[src/rtl/pp_buffer_param.sv]
// Two-bank ping-pong buffer: one bank fills sequentially while the other drains
// in an externally permuted order, with valid/ready handshakes on both sides.
module pp_buffer_param #(
  parameter int DATA_W = 1,
  parameter int DEPTH  = 384,
  parameter int ADDR_W = $clog2(DEPTH)
) (
  input  logic              clk,
  input  logic              reset,
  input  logic [ADDR_W:0]   cfg_len,
  input  logic              in_valid,
  input  logic [DATA_W-1:0] in_data,
  output logic              in_ready,
  output logic [ADDR_W-1:0] rd_idx,
  input  logic [ADDR_W-1:0] rd_addr,
  output logic              out_valid,
  output logic [DATA_W-1:0] out_data,
  input  logic              out_ready,
  output logic              out_last,
  output logic [1:0]        bank_full,
  output logic              err_addr
);

  typedef enum logic [1:0] {EMPTY, FILLING, FULL, DRAINING} bank_state_t;

  localparam logic [ADDR_W:0]   LEN_MAX = (ADDR_W+1)'(DEPTH);
  localparam logic [ADDR_W:0]   LEN_ONE = (ADDR_W+1)'(1);
  localparam logic [ADDR_W-1:0] IDX_ONE = ADDR_W'(1);

  bank_state_t       state_q [2];
  bank_state_t       state_d [2];
  logic [ADDR_W:0]   len_q [2];
  logic [DATA_W-1:0] mem [2][DEPTH];

  logic              wr_sel;
  logic              rd_sel;
  logic [ADDR_W-1:0] wr_ptr;

  logic [ADDR_W:0]   eff_len;
  logic [ADDR_W:0]   wr_len;
  logic [ADDR_W:0]   rd_len;
  logic              accept;
  logic              wr_last;
  logic              rd_avail;
  logic              issue;
  logic              rd_last;
  logic              addr_bad;

  // Out-of-range lengths collapse to a full bank.
  assign eff_len  = (cfg_len == '0 || cfg_len > LEN_MAX) ? LEN_MAX : cfg_len;
  assign wr_len   = (state_q[wr_sel] == EMPTY) ? eff_len : len_q[wr_sel];
  assign in_ready = (state_q[wr_sel] == EMPTY) || (state_q[wr_sel] == FILLING);
  assign accept   = in_valid && in_ready;
  assign wr_last  = ({1'b0, wr_ptr} == (wr_len - LEN_ONE));

  assign rd_len   = len_q[rd_sel];
  assign rd_avail = (state_q[rd_sel] == FULL) || (state_q[rd_sel] == DRAINING);
  assign issue    = rd_avail && (!out_valid || out_ready);
  assign rd_last  = ({1'b0, rd_idx} == (rd_len - LEN_ONE));
  assign addr_bad = ({1'b0, rd_addr} >= rd_len);

  assign bank_full[0] = (state_q[0] == FULL) || (state_q[0] == DRAINING);
  assign bank_full[1] = (state_q[1] == FULL) || (state_q[1] == DRAINING);

  // Write and read never touch the same bank in one cycle: their state sets are disjoint.
  always_comb begin
    state_d = state_q;
    if (accept)
      state_d[wr_sel] = wr_last ? FULL : FILLING;
    if (issue)
      state_d[rd_sel] = rd_last ? EMPTY : DRAINING;
  end

  always_ff @(posedge clk) begin
    if (reset) begin
      state_q[0] <= EMPTY;
      state_q[1] <= EMPTY;
    end else begin
      state_q <= state_d;
    end
  end

  always_ff @(posedge clk) begin
    if (!reset && accept)
      mem[wr_sel][wr_ptr] <= in_data;
  end

  always_ff @(posedge clk) begin
    if (reset) begin
      wr_sel   <= 1'b0;
      wr_ptr   <= '0;
      len_q[0] <= LEN_MAX;
      len_q[1] <= LEN_MAX;
    end else if (accept) begin
      if (state_q[wr_sel] == EMPTY)
        len_q[wr_sel] <= eff_len;
      if (wr_last) begin
        wr_ptr <= '0;
        wr_sel <= ~wr_sel;
      end else begin
        wr_ptr <= wr_ptr + IDX_ONE;
      end
    end
  end

  // Registered read port; the held word stays stable while downstream stalls.
  always_ff @(posedge clk) begin
    if (reset) begin
      rd_sel    <= 1'b0;
      rd_idx    <= '0;
      out_valid <= 1'b0;
      out_data  <= '0;
      out_last  <= 1'b0;
      err_addr  <= 1'b0;
    end else if (issue) begin
      out_valid <= 1'b1;
      out_data  <= addr_bad ? '0 : mem[rd_sel][rd_addr];
      out_last  <= rd_last;
      if (addr_bad)
        err_addr <= 1'b1;
      if (rd_last) begin
        rd_idx <= '0;
        rd_sel <= ~rd_sel;
      end else begin
        rd_idx <= rd_idx + IDX_ONE;
      end
    end else if (out_ready) begin
      out_valid <= 1'b0;
    end
  end

endmodule
[config.mk]
export PLATFORM = sky130hd
export DESIGN_NAME = pp_buffer_param
export DESIGN_NICKNAME = d
export VERILOG_FILES = /design/src/rtl/pp_buffer_param.sv
export SDC_FILE = /design/constraint.sdc
export NUM_CORES = 1
export LEC_CHECK = 0
export BUFFER_PORTS_ARGS = -buffer_cell sky130_fd_sc_hd__buf_2
export CORE_UTILIZATION = 30
export DETAILED_ROUTE_END_ITERATION = 12
export PLACE_DENSITY_LB_ADDON = 0.08
export REMOVE_ABC_BUFFERS = 1
export SYNTH_ARGS = -nofsm -noshare
export SYNTH_HDL_FRONTEND = slang
export SYNTH_SLANG_ARGS = --single-unit
[constraint.sdc]
create_clock -name clk -period 8.02 [get_ports clk]
set_input_delay 1.604 -clock clk [delete_from_list [all_inputs] [get_ports clk]]
set_output_delay 1.604 -clock clk [all_outputs]
set_load 0.02 [all_outputs]
# Yosys cells after proc, flatten, opt, wreduce, memory -nomap -nowiden
# Memory sizes are Yosys's and may differ from the RTL's. A register that Yosys moved wholly into a read port is not among the register bits.
# Index checks and enable logic that the tools add are counted.
op_classes:
  addsub: 4
  bitwise: 6
  eq_ne: 9
  mux: 45
  magnitude_cmp: 9
  n_reduce_logical: 21
ops:
  columns: ["cell", "n"]
  rows:
  - ["two-way mux 384 bit", 1]
  - ["two-way mux 10 bit", 3]
  - ["two-way mux 1 bit", 21]
  - ["equality test 9 x 10 -> 1 bit", 2]
  - [">= comparator 10 bit (second input constant)", 2]
  - ["two-way mux 2 bit", 10]
  - ["NOT 9 -> 10 bit", 2]
  - ["subtractor 10 x 1 -> 10 bit (second input constant)", 2]
  - ["adder 9 x 1 -> 9 bit (second input constant)", 2]
  - ["two-way mux 9 bit", 2]
  - ["equality test 2 bit (second input constant)", 6]
  - [">= comparator 9 x 10 -> 1 bit", 1]
  - ["greater-than comparator 10 x 9 -> 1 bit (second input constant)", 1]
  - ["logical NOT 10 bit", 1]
  - ["< comparator 10 x 1 -> 1 bit (second input constant)", 1]
  - ["OR reduction 10 bit", 1]
  - ["binary-select mux 1 bit (select 9 bit)", 1]
  - ["demux 1 bit (select 9 bit)", 1]
  - ["bitwise mux 4 bit", 2]
  - ["two-way mux 4 bit", 2]
  - ["logical AND 1 bit", 6]
  - ["logical OR 1 bit", 6]
  - ["AND reduction 2 bit", 3]
  - ["demux 2 bit (select 1 bit)", 2]
  - ["8 further kinds", 13]
word_totals:
  input_bits: 24
  output_inout_bits: 16
  register_bits: 28
  ram_bits: 788
  memories: 2
  elab_cells: 106
memory_table:
  columns: ["memory", "words", "width", "read_ports", "rd_clocked_by_memory_dff", "write_ports", "line", "text"]
  rows:
  - ["mem", 2, 384, 1, 1, 1, "33", "logic [DATA_W-1:0] mem [2][DEPTH];"]
  - ["len_q", 2, 10, 2, 2, 2, "32", "logic [ADDR_W:0] len_q [2];"]

# Longest topological paths before layout
# Gate-level depths: netlist of the first run.
logic_depth:
  ltp_word: 13
  mapped_depth: 15

# Worst setup path after synthesis of the first run
# Ideal clock, no wire load.
synth_timing:
  path_kind: "input-to-reg"
  from: "in cfg_len[2]"
  to: "reg (tool-made name)"
  arrival_ns: 4.748
  required_ns: 7.888
  path_slack_ns: 3.140
  path_stages: 14
  path_cell_list: "or4_4 -> or4_1 -> and3b_1 -> clkbuf_1 -> a31oi_1 -> ha_1 -> xor2_1 -> or3_2 -> nand3b_1 -> o21ai_0 -> nor4_4 -> a41o_1 -> buf_4 -> o22ai_1"
synth_lines:
  columns: ["item", "line", "text"]
  rows:
  - ["from (decl)", "10", "input logic [ADDR_W:0] cfg_len,"]

# Final worst setup path of the first run
layout_timing:
  from: "in cfg_len[2]"
  to: "reg wr_sel"
layout_between:
  elab_chain_cells: 7
  elab_cells_between_ends: 8
  classes_between: "add/sub: 1; order compare: 1; eq/ne: 1; mux: 2; reduce/logical: 3"
layout_lines:
  columns: ["item", "line", "text"]
  rows:
  - ["greater-than comparator 10 x 9 -> 1 bit or logical NOT 10 bit (tied branches)", "50", "assign eff_len = (cfg_len == '0 || cfg_len > LEN_MAX) ? LEN_MAX : cfg_len;"]
  - ["logical OR 1 bit", "50", null]
  - ["two-way mux 10 bit (*)", "50", null]
  - ["two-way mux 10 bit (*)", "51", "assign wr_len = (state_q[wr_sel] == EMPTY) ? eff_len : len_q[wr_sel];"]
  - ["subtractor 10 x 1 -> 10 bit (*)", "54", "assign wr_last = ({1'b0, wr_ptr} == (wr_len - LEN_ONE));"]
  - ["equality test 9 x 10 -> 1 bit (*)", "54", null]
  - ["AND reduction 2 bit (no source line) (*)", null, null]
  - ["to (signal assigned)", "99", "wr_sel <= ~wr_sel;"]
  - ["to (decl)", "35", "logic wr_sel;"]
# Every way passes the cells marked *; elsewhere a longest branch is shown, timed or not.
# A chain may end at the register's enable or synchronous reset.

==> reports/metrics.cfg, run 1 <==
[run_status]
status = complete, no violations

[global_routing]
first_global_vias = 22973
grt-ovfl-total = 0
antenna_found_initial = 1
grt_max_degree = 268
grt_pass1_wl_mm = 163
grt_usage_pct = 18.5

[worst_setup_path]
critical_path_class = in2reg
start_kind = primary input
r2r_setup_slack_ns = 3.86
cp_max_fo = 10
path_cells = buf_2 > or4_4 > or4_1 > and3b_1 > a31oi_1 > ha_1 > xor2_1 > or3_2 > nand3b_1 > o21ai_0 > nor4_4 > a41o_1 > o22ai_1
max_stage_delay_ns = 0.56
critPathTopFamily = simple AND/OR/NAND/NOR gates
cp-end-kind = register
required_ns = 8.54
critPathSlowestCell = or4_4
crit_buf_inv = 1
arrival_ns = 5.39

[floorplanning]
fp.coreArea_um2 = 120000
die_area_um2 = 123000
die_h_um = 351
initial_core_util_pct = 30.4
dieWidth_um = 351
pin_count = 40
rows = 127

[cts]
cts.sinks = 818
cts_buffers = 94
ctsHoldBuffers = 0
clk_latency_ns = 0.67
cts_resized = 0
clock-root-buffer = clkbuf_16
clkTransAtPathRegs_ns = 0.06
clk_path_buf_depth = 3
htree_levels = 3
cts_setup_buffers = 0
cts_tree = built

[logic_synthesis]
synth_area_um2 = 36500
synthDominantCellAreaShare_pct = 64.8
synth_mux_area_share_pct = 13.5
syn_avg_cell_area_um2 = 13.7
async_flop_share_pct = 0
synthAdderAreaFrac_pct = 0.548
synth_edf_count = 788
synth-xor-area-share_pct = 0.972
yosys.area.top_type = edfxtp_1
synth_compound_area_share_pct = 3.50
synth_flop_cell = edfxtp_1
ys_ff_latch = 818
synth.distinct_cells = 71
ys.warnings.count = 0
ys_seq_area_share_pct = 66.4
synthCells = 2660
synthTopCellsByArea = edfxtp_1 65%, mux4_2 11%, nor2_1 8.4%, clkbuf_1 2.0%, mux2i_1 1.7%
yosys.area_share.simple_pct = 12.5
synth_top_family_by_area = multiplexers

[placement]
io_buffers = 39
dpl_cell_area_um2 = 38500
place.gp.congestion = 0.816
dp_hpwl_mm = 65.9
dp_cells = 4156

[routing]
vias_per_cell = 5.17
wl_mm = 113
dr_total_vias = 22396
first_pass_iters = 7
first_iter_violations = 1878
drtAntennaViolNets = 0
drcViolationCount = 0
post_drt_wl_per_cell_um = 26.1

[pwr]
p_seq_share_pct = 50.7
leakage_nw = 12.2
power_density_nw_per_um2 = 223
p_sw_w = 0.00201
vdd_ir_drop_max_v = 0.000147
clkPwrFrac_pct = 45.4
swShare_pct = 21.7
internal-power_w = 0.00726
comb_power_share_pct = 4.0

[sta]
finalSetupViolCount = 0
rsz0062_at_grt = no
skew_ns = 0.0234
drv_slew = 0
period_share_pct = 60.7
hold_ws_ns = 0.450
relSlewSlack_pct = 12.8
fmax_mhz = 206
tightest_slew_ns = 1.31
hold_violations = 0
period_needed_ns = 4.86

[finish]
nNetsFinal = 2680
area_growth_pct = 13.6
finalNonFillerCells = 4331
fin_area_um2 = 41500
final_cell_mix = 821 x nor2_1, 788 x edfxtp_1, 186 x mux4_2
fillers = 11790
drive_above_1_share_pct = 17.0
layout_commonest_cell = nor2_1

[min_path]
hold_class = reg2reg

[job]
drv_cap = 0

path summary, 6_finish.rpt:
kind	startpoint	end	depth (start not counted)
setup / recovery	cfg_len[2]	wr_sel	13
hold / removal	out_last	out_last	2
setup reg to reg	wr_sel	wr_sel	12
hold reg to reg	out_last	out_last	2
metal layers:
metal,wire length (um),vias to the layer above,GRT usage (%)
met5,0,-,0
met4,2640,0,5.36
met1,49200,11951,24.5
met2,56000,519,31.4
li1,-,9778,-
met3,5100,148,2.53
cell families (layout without fill, tap and decap cells):
family          after synthesis  in the layout
simple gates               1099           1099
flops                       818            818
mux                         258            258
buf+inv                     244            301
compound gates              185            185
xor+xnor                     39             39
fa+ha+maj                    16             16
other cells                   1              3
power by group through the flow:
stage	Clock (W)	Sequential [W]	Combinational, W
after floorplan	0	0.00478	0.000162
after global placement	0	0.00479	0.000371
after detailed placement	0	0.00479	0.000375
after CTS	0.00433	0.00470	0.000377
after global routing	0.00449	0.00470	0.000399
final	0.00421	0.00470	0.000369
metrics by stage:
step | power (W) | util, % | setup slack (ns) | setup TNS, ns
after detailed placement | 0.00516 | 32.0 | 2.51 | 0
after global routing | 0.00958 | 34.5 | 3.01 | 0
after CTS | 0.00941 | 34.5 | 3.22 | 0
after floorplan | 0.00495 | - | -2.50 | -42.30
final | 0.00927 | 34.5 | 3.16 | 0
after global placement | 0.00516 | 32.0 | 2.62 | 0
Yosys cell counts (24+ instances only):
cell / count
nor2_1: 821
nor3_1: 46
dfxtp_1: 30
nand3_1: 24
o21ai_0: 26
a22oi_1: 31
mux2i_1: 62
a21oi_1: 33
clkbuf_1: 194
mux4_2: 186
edfxtp_1: 788
nand2_1: 93
worst register-to-register path, delay by kind of cell (launching register included):
family,cells,cell delay (ns)
AOI/OAI and AO/OA,4,0.92
DFF,1,0.67
xor gates and xnor gates,1,0.10
adders and majority gates,1,0.27
and+or+nand+nor,6,2.06
flip-flops by register name, summed over array words and instances (netlist names), named ones only:
signal / count
out_last: 1
wr_sel: 1
err_addr: 1
rd_idx: 9
len_q: 20
wr_ptr: 9
state_q: 4
mem: 768
rd_sel: 1
out_valid: 1
out_data: 1
cell type report:
cell class	instances	area, um^2	share of cell area, %
inverters	16	60.1	0.145
diodes	1	2.50	0.00603
flip-flops and latches	818	24300	58.5
repair buffers	111	806	1.94
clock buffers	115	2540	6.11
well taps	1612	2020	4.86
multi-input cells	1599	11400	27.4
clock inverters	59	462	1.11
Power figures use the tool's default switching activity.
==> inputs of run 2 (changes only) <==
clock period = 4.9 ns   (was 8.02 ns; I/O delays follow)
==> reports/metrics.cfg, run 2 (same netlist as run 1, synthesis figures left out) <==
[pwr]
leakage_nw = 12.5  ; +2.0%
clkPwrFrac_pct = 45.4  ; about the same
internal-power_w = 0.0119  ; +64%
p_seq_share_pct = 50.5  ; -0.2 points
p_sw_w = 0.00330  ; +64%
power_density_nw_per_um2 = 362  ; +62%
swShare_pct = 21.7  ; about the same
vdd_ir_drop_max_v = 0.000267  ; +82%
comb_power_share_pct = 4.1  ; about the same

[placement]
io_buffers = 39  ; unchanged
dp_cells = 4188  ; +0.77%
dp_hpwl_mm = 68.1  ; +3.3%
place.gp.congestion = 0.798  ; -2.2%

[floorplanning]
die_h_um = 351  ; unchanged
die_area_um2 = 123000  ; unchanged
rows = 127  ; unchanged
dieWidth_um = 351  ; unchanged
initial_core_util_pct = 30.4  ; unchanged
pin_count = 40  ; unchanged
fp.coreArea_um2 = 120000  ; unchanged

[cts]
cts_tree = built
clock-root-buffer = clkbuf_16
cts_buffers = 95  ; +1.1%
clk_latency_ns = 0.67  ; about the same
cts.sinks = 818  ; unchanged
htree_levels = 3  ; unchanged
cts_setup_buffers = 0  ; unchanged
clkTransAtPathRegs_ns = 0.06  ; about the same
clk_path_buf_depth = 3  ; unchanged
ctsHoldBuffers = 0  ; unchanged
cts_resized = 0  ; unchanged

[routing]
dr_total_vias = 22431  ; +0.16%
drcViolationCount = 0  ; unchanged
first_pass_iters = 5  ; -2
first_iter_violations = 2022  ; +7.7%
post_drt_wl_per_cell_um = 26.0  ; about the same
vias_per_cell = 5.14  ; -0.69%
wl_mm = 114  ; +0.80%
drtAntennaViolNets = 0  ; unchanged

[finish]
area_growth_pct = 14.9
drive_above_1_share_pct = 17.9  ; +0.90 points
largest_reg_flops = 768  ; unchanged
nNetsFinal = 2713  ; +1.2%
layout_commonest_cell = nor2_1
reg.largest.list = mem: 768 flops, len_q: 20 flops
largest-register = mem
final_cell_mix = 821 x nor2_1, 788 x edfxtp_1, 186 x mux4_2
finalNonFillerCells = 4368  ; +0.85%

[sta]
period_needed_ns = 4.02
rsz0062_at_grt = no
period_share_pct = 81.9
skew_ns = 0.0226  ; -0.000774 ns
fmax_mhz = 249
hold_violations = 0  ; unchanged
hold_ws_ns = 0.464  ; +0.0142 ns
relSlewSlack_pct = 14.6  ; +1.8 points
tightest_slew_ns = 1.28  ; -0.0309 ns
finalSetupViolCount = 0  ; unchanged
drv_slew = 0  ; unchanged

[worst_setup_path]
crit_buf_inv = 2  ; +1
start_kind = primary input
critPathTopFamily = simple AND/OR/NAND/NOR gates
cp_max_fo = 9  ; -1
cp-end-kind = register
critPathSlowestCell = or4_4
path_cells = buf_2 > or4_4 > or4_1 > and3b_1 > a31oi_1 > ha_1 > xor2_1 > or3_2 > nand3b_1 > o21ai_0 > nor4_4 > buf_4 > nand4_1 > a221oi_1
required_ns = 5.45  ; -3.09 ns
max_stage_delay_ns = 0.57  ; about the same
arrival_ns = 4.57  ; -0.82 ns
critical_path_class = in2reg

[global_routing]
grt.met1_usage_pct = 24.9  ; +0.45 points
grt_use_met3_pct = 2.69  ; +0.16 points
grt_pass1_wl_mm = 163  ; +0.30%
grt_usage_pct = 18.6  ; +0.13 points
grt_max_degree = 147  ; -45%
antenna_found_initial = 3  ; +2
use_met2_pct = 31.2  ; -0.23 points
grt-ovfl-total = 0  ; unchanged
grt_busiest_layer = met2
first_global_vias = 22896  ; -0.34%

[run_status]
status = complete, no violations

[job]
drv_cap = 0  ; unchanged

[min_path]
hold_class = reg2reg

## run 2: changes by cell type in the layout (fill, tap and decap cells not counted), sizes merged
cell      before  now
clkinv        51   45
bufinv         7    6
inv           16   17
clkinvlp       1    2
buf          111  143
clkbuf       115  125
## run 2: worst min-delay path: stages (launching register included)
cell and delay (ns):
dfxtp_1 0.31, nand2_1 0.05, a21oi_1 0.05
## run 2: metrics by stage
step	cell area, um^2	TNS [ns]	utilization, %	worst slack, ns	power (W)
final	42000	0	34.9	0.885	0.0152
after detailed placement	39000	0	32.4	0.246	0.00847
after global placement	39000	0	32.4	0.274	0.00846
after global routing	42000	0	34.9	0.582	0.0157
after floorplan	35700	-98.46	-	-5.62	0.00809
after CTS	42000	0	34.9	0.899	0.0154
## run 2: layout make-up
type / instances / area, um^2
flip-flops and latches: 818 / 24300
repair buffers: 143 / 1260
clock buffers: 125 / 2600
multi-input cells: 1599 / 11400
diodes: 1 / 2.50
clock inverters: 54 / 425
inverters: 16 / 60.1
fillers: 11657 / 78300
well taps: 1612 / 2020
## run 2: final timing paths
check	start	end	slack, ns	depth (start not counted)
max	cfg_len[2]	state_q[1]	0.88	14
min	out_last	out_last	0.46	2
max reg2reg	wr_sel	state_q[1]	0.90	13
min reg2reg	out_last	out_last	0.46	2
## run 2: per-layer routing
metal | vias to the layer above | routed length, um
met3 | 143 | 5500
met2 | 574 | 55700
met1 | 11861 | 49900
li1 | 9853 | -
met4 | 0 | 2750
met5 | - | 0
## run 2: power by group through the flow
stage / Sequential [W] / Combinational [W] / Clock (W)
2_1_floorplan: 0.00783 / 0.000266 / 0
5_1_grt: 0.00768 / 0.000673 / 0.00737
6_report: 0.00769 / 0.000625 / 0.00690
4_1_cts: 0.00768 / 0.000637 / 0.00711
3_3_place_gp: 0.00783 / 0.000626 / 0
3_5_place_dp: 0.00783 / 0.000636 / 0
==> inputs of run 3 (changes only) <==
clock period = 3.3 ns   (was 4.9 ns; I/O delays follow)
==> reports/metrics.cfg, run 3 (same netlist as run 1, synthesis figures left out) <==
[cts]
clkTransAtPathRegs_ns = 0.05  ; about the same
cts_buffers = 96  ; +1.1%
clk_latency_ns = 0.68  ; about the same
clk_path_buf_depth = 3  ; unchanged
clock-root-buffer = clkbuf_16
cts.sinks = 818  ; unchanged
ctsHoldBuffers = 0  ; unchanged
cts_tree = built
htree_levels = 3  ; unchanged

[sta]
relSlewSlack_pct = 41.9  ; +27 points
finalSetupViolCount = 13  ; +13
layout_setup_ws_ns = -0.0539  ; -0.939 ns
skew_ns = 0.0187  ; -0.00396 ns
drv_slew = 0  ; unchanged
period_needed_ns = 3.35
rsz0062_at_grt = yes
hold_violations = 0  ; unchanged
fmax_mhz = 298
period_share_pct = 102
tightest_slew_ns = 0.870  ; -0.407 ns

[finish]
regArea_um2 = 24300  ; unchanged
area_growth_pct = 19.2
fin_area_um2 = 43600  ; +3.7%
largest-register = mem
layout_commonest_cell = nor2_1
n_antenna_cell = 0  ; -1
largest_reg_flops = 768  ; unchanged
drive_above_1_share_pct = 23.2  ; +5.3 points
fillers = 11628  ; -0.25%
reg.largest.list = mem: 768 flops, len_q: 20 flops
nNetsFinal = 2886  ; +6.4%
multi_input_area_um2 = 11400  ; +0.65%
final_cell_mix = 815 x nor2_1, 788 x edfxtp_1, 243 x buf_4

[pwr]
leakage_nw = 13.4  ; +7.1%
p_seq_share_pct = 49.5  ; -1.0 points
vdd_ir_drop_max_v = 0.000368  ; +38%
clkPwrFrac_pct = 45.7  ; +0.3 points
comb_power_share_pct = 4.8  ; +0.7 points
internal-power_w = 0.0180  ; +51%
p_sw_w = 0.00501  ; +52%
power_density_nw_per_um2 = 529  ; +46%
swShare_pct = 21.7  ; +0.039 points

[run_status]
status = finished with violations
violations = negative setup slack

[job]
drv_cap = 0  ; unchanged

[placement]
place.gp.congestion = 0.804  ; +0.70%
pre_cts_ws_ns = -0.903  ; -1.15 ns
dp_hpwl_mm = 71.4  ; +4.9%
io_buffers = 39  ; unchanged
dpl_cell_area_um2 = 40300  ; +3.5%

[worst_setup_path]
start_kind = primary input
cp-end-kind = register
required_ns = 3.87  ; -1.58 ns
critical_path_class = in2reg
cp_max_fo = 8  ; -1
arrival_ns = 3.92  ; -0.65 ns

[floorplanning]
initial_core_util_pct = 30.4  ; unchanged
die_area_um2 = 123000  ; unchanged
rows = 127  ; unchanged
pin_count = 40  ; unchanged
die_h_um = 351  ; unchanged
dieWidth_um = 351  ; unchanged
fp.coreArea_um2 = 120000  ; unchanged

[global_routing]
grt_usage_pct = 18.7  ; +0.14 points
grt_pass1_wl_mm = 166  ; +1.8%
antenna_found_initial = 1  ; -2
first_global_vias = 23780  ; +3.9%
grt_max_degree = 150  ; +2.0%
grt-ovfl-total = 0  ; unchanged

[routing]
first_iter_violations = 1746  ; -14%
drtAntennaViolNets = 0  ; unchanged
wl_mm = 114  ; +0.45%
post_drt_wl_per_cell_um = 25.2  ; -3.3%
dr_total_vias = 23039  ; +2.7%
vias_per_cell = 5.08  ; -1.1%
first_pass_iters = 5  ; unchanged
drcViolationCount = 0  ; unchanged

[min_path]
hold_class = in2reg

-- run 3: cell count changes in the layout (fill, tap and decap cells not counted), sizes merged --
cell / change
buf: +172
diode: -1
inv: +2
bufinv: +4
clkinv: +2
clkinvlp: +1
clkbuf: -12
-- run 3: per-layer routing --
metal	global-route usage, %	vias up	wire [um]
met4	5.12	0	2350
met1	25.3	12213	50900
li1	-	10188	-
met3	2.38	116	4870
met5	0	-	0
met2	31.6	522	56100
-- run 3: path summary, 6_finish.rpt --
path              start    endpoint  slack (ns)  depth (start not counted)
min reg2reg    out_last    out_last        0.46                          2
max reg2reg      wr_sel  state_q[3]           0                         12
max          cfg_len[2]  state_q[3]       -0.05                         12
min               reset    err_addr        0.30                          2
-- run 3: power by group through the flow --
stage	logic [W]	clock network, W	registers, W
6_report	0.00110	0.0105	0.0114
2_1_floorplan	0.000394	0	0.0116
3_5_place_dp	0.00109	0	0.0116
4_1_cts	0.00110	0.0108	0.0114
3_3_place_gp	0.00108	0	0.0116
5_1_grt	0.00118	0.0112	0.0114
-- run 3: cell type report --
| type | count | share of cell area [%] |
|---|---|---|
| flip-flops and latches | 818 | 55.7 |
| inverters | 16 | 0.138 |
| clock inverters | 63 | 1.26 |
| well taps | 1612 | 4.63 |
| repair buffers | 315 | 6.21 |
| clock buffers | 113 | 5.81 |
| multi-input cells | 1599 | 26.2 |
-- run 3: what timing repair did --
item,CTS,global route
gates resized for setup,5,18
gates cloned,0,0
setup buffers,4,3
pin swaps,4,11
endpoints found under the setup margin,25,16
endpoints found under the hold margin,0,0
-- run 3: worst max-delay path, cell delays in order --
cell and delay (ns):
buf_6 0.09, buf_4 0.12, buf_4 0.15, or4_2 0.64, o21ai_0 0.17, or4b_2 0.63, a21o_1 0.18, a221o_1 0.35
nor4_4 0.32, buf_4 0.19, nand4_4 0.13, a221oi_2 0.29
-- run 3: through the flow --
step           hold WS (ns)  setup TNS, ns  total power (W)  std cells  utilization [%]
3_5_place_dp          0.462         -11.94           0.0127       4353             33.5
6_report              0.302         -0.296           0.0230       4536             36.2
5_1_grt               0.277          -1.99           0.0238       4536             36.2
2_1_floorplan         0.507        -133.39           0.0120       2433                -
3_3_place_gp          0.450         -11.70           0.0127       4353             33.5
4_1_cts               0.232        -0.0219           0.0233       4533             36.1
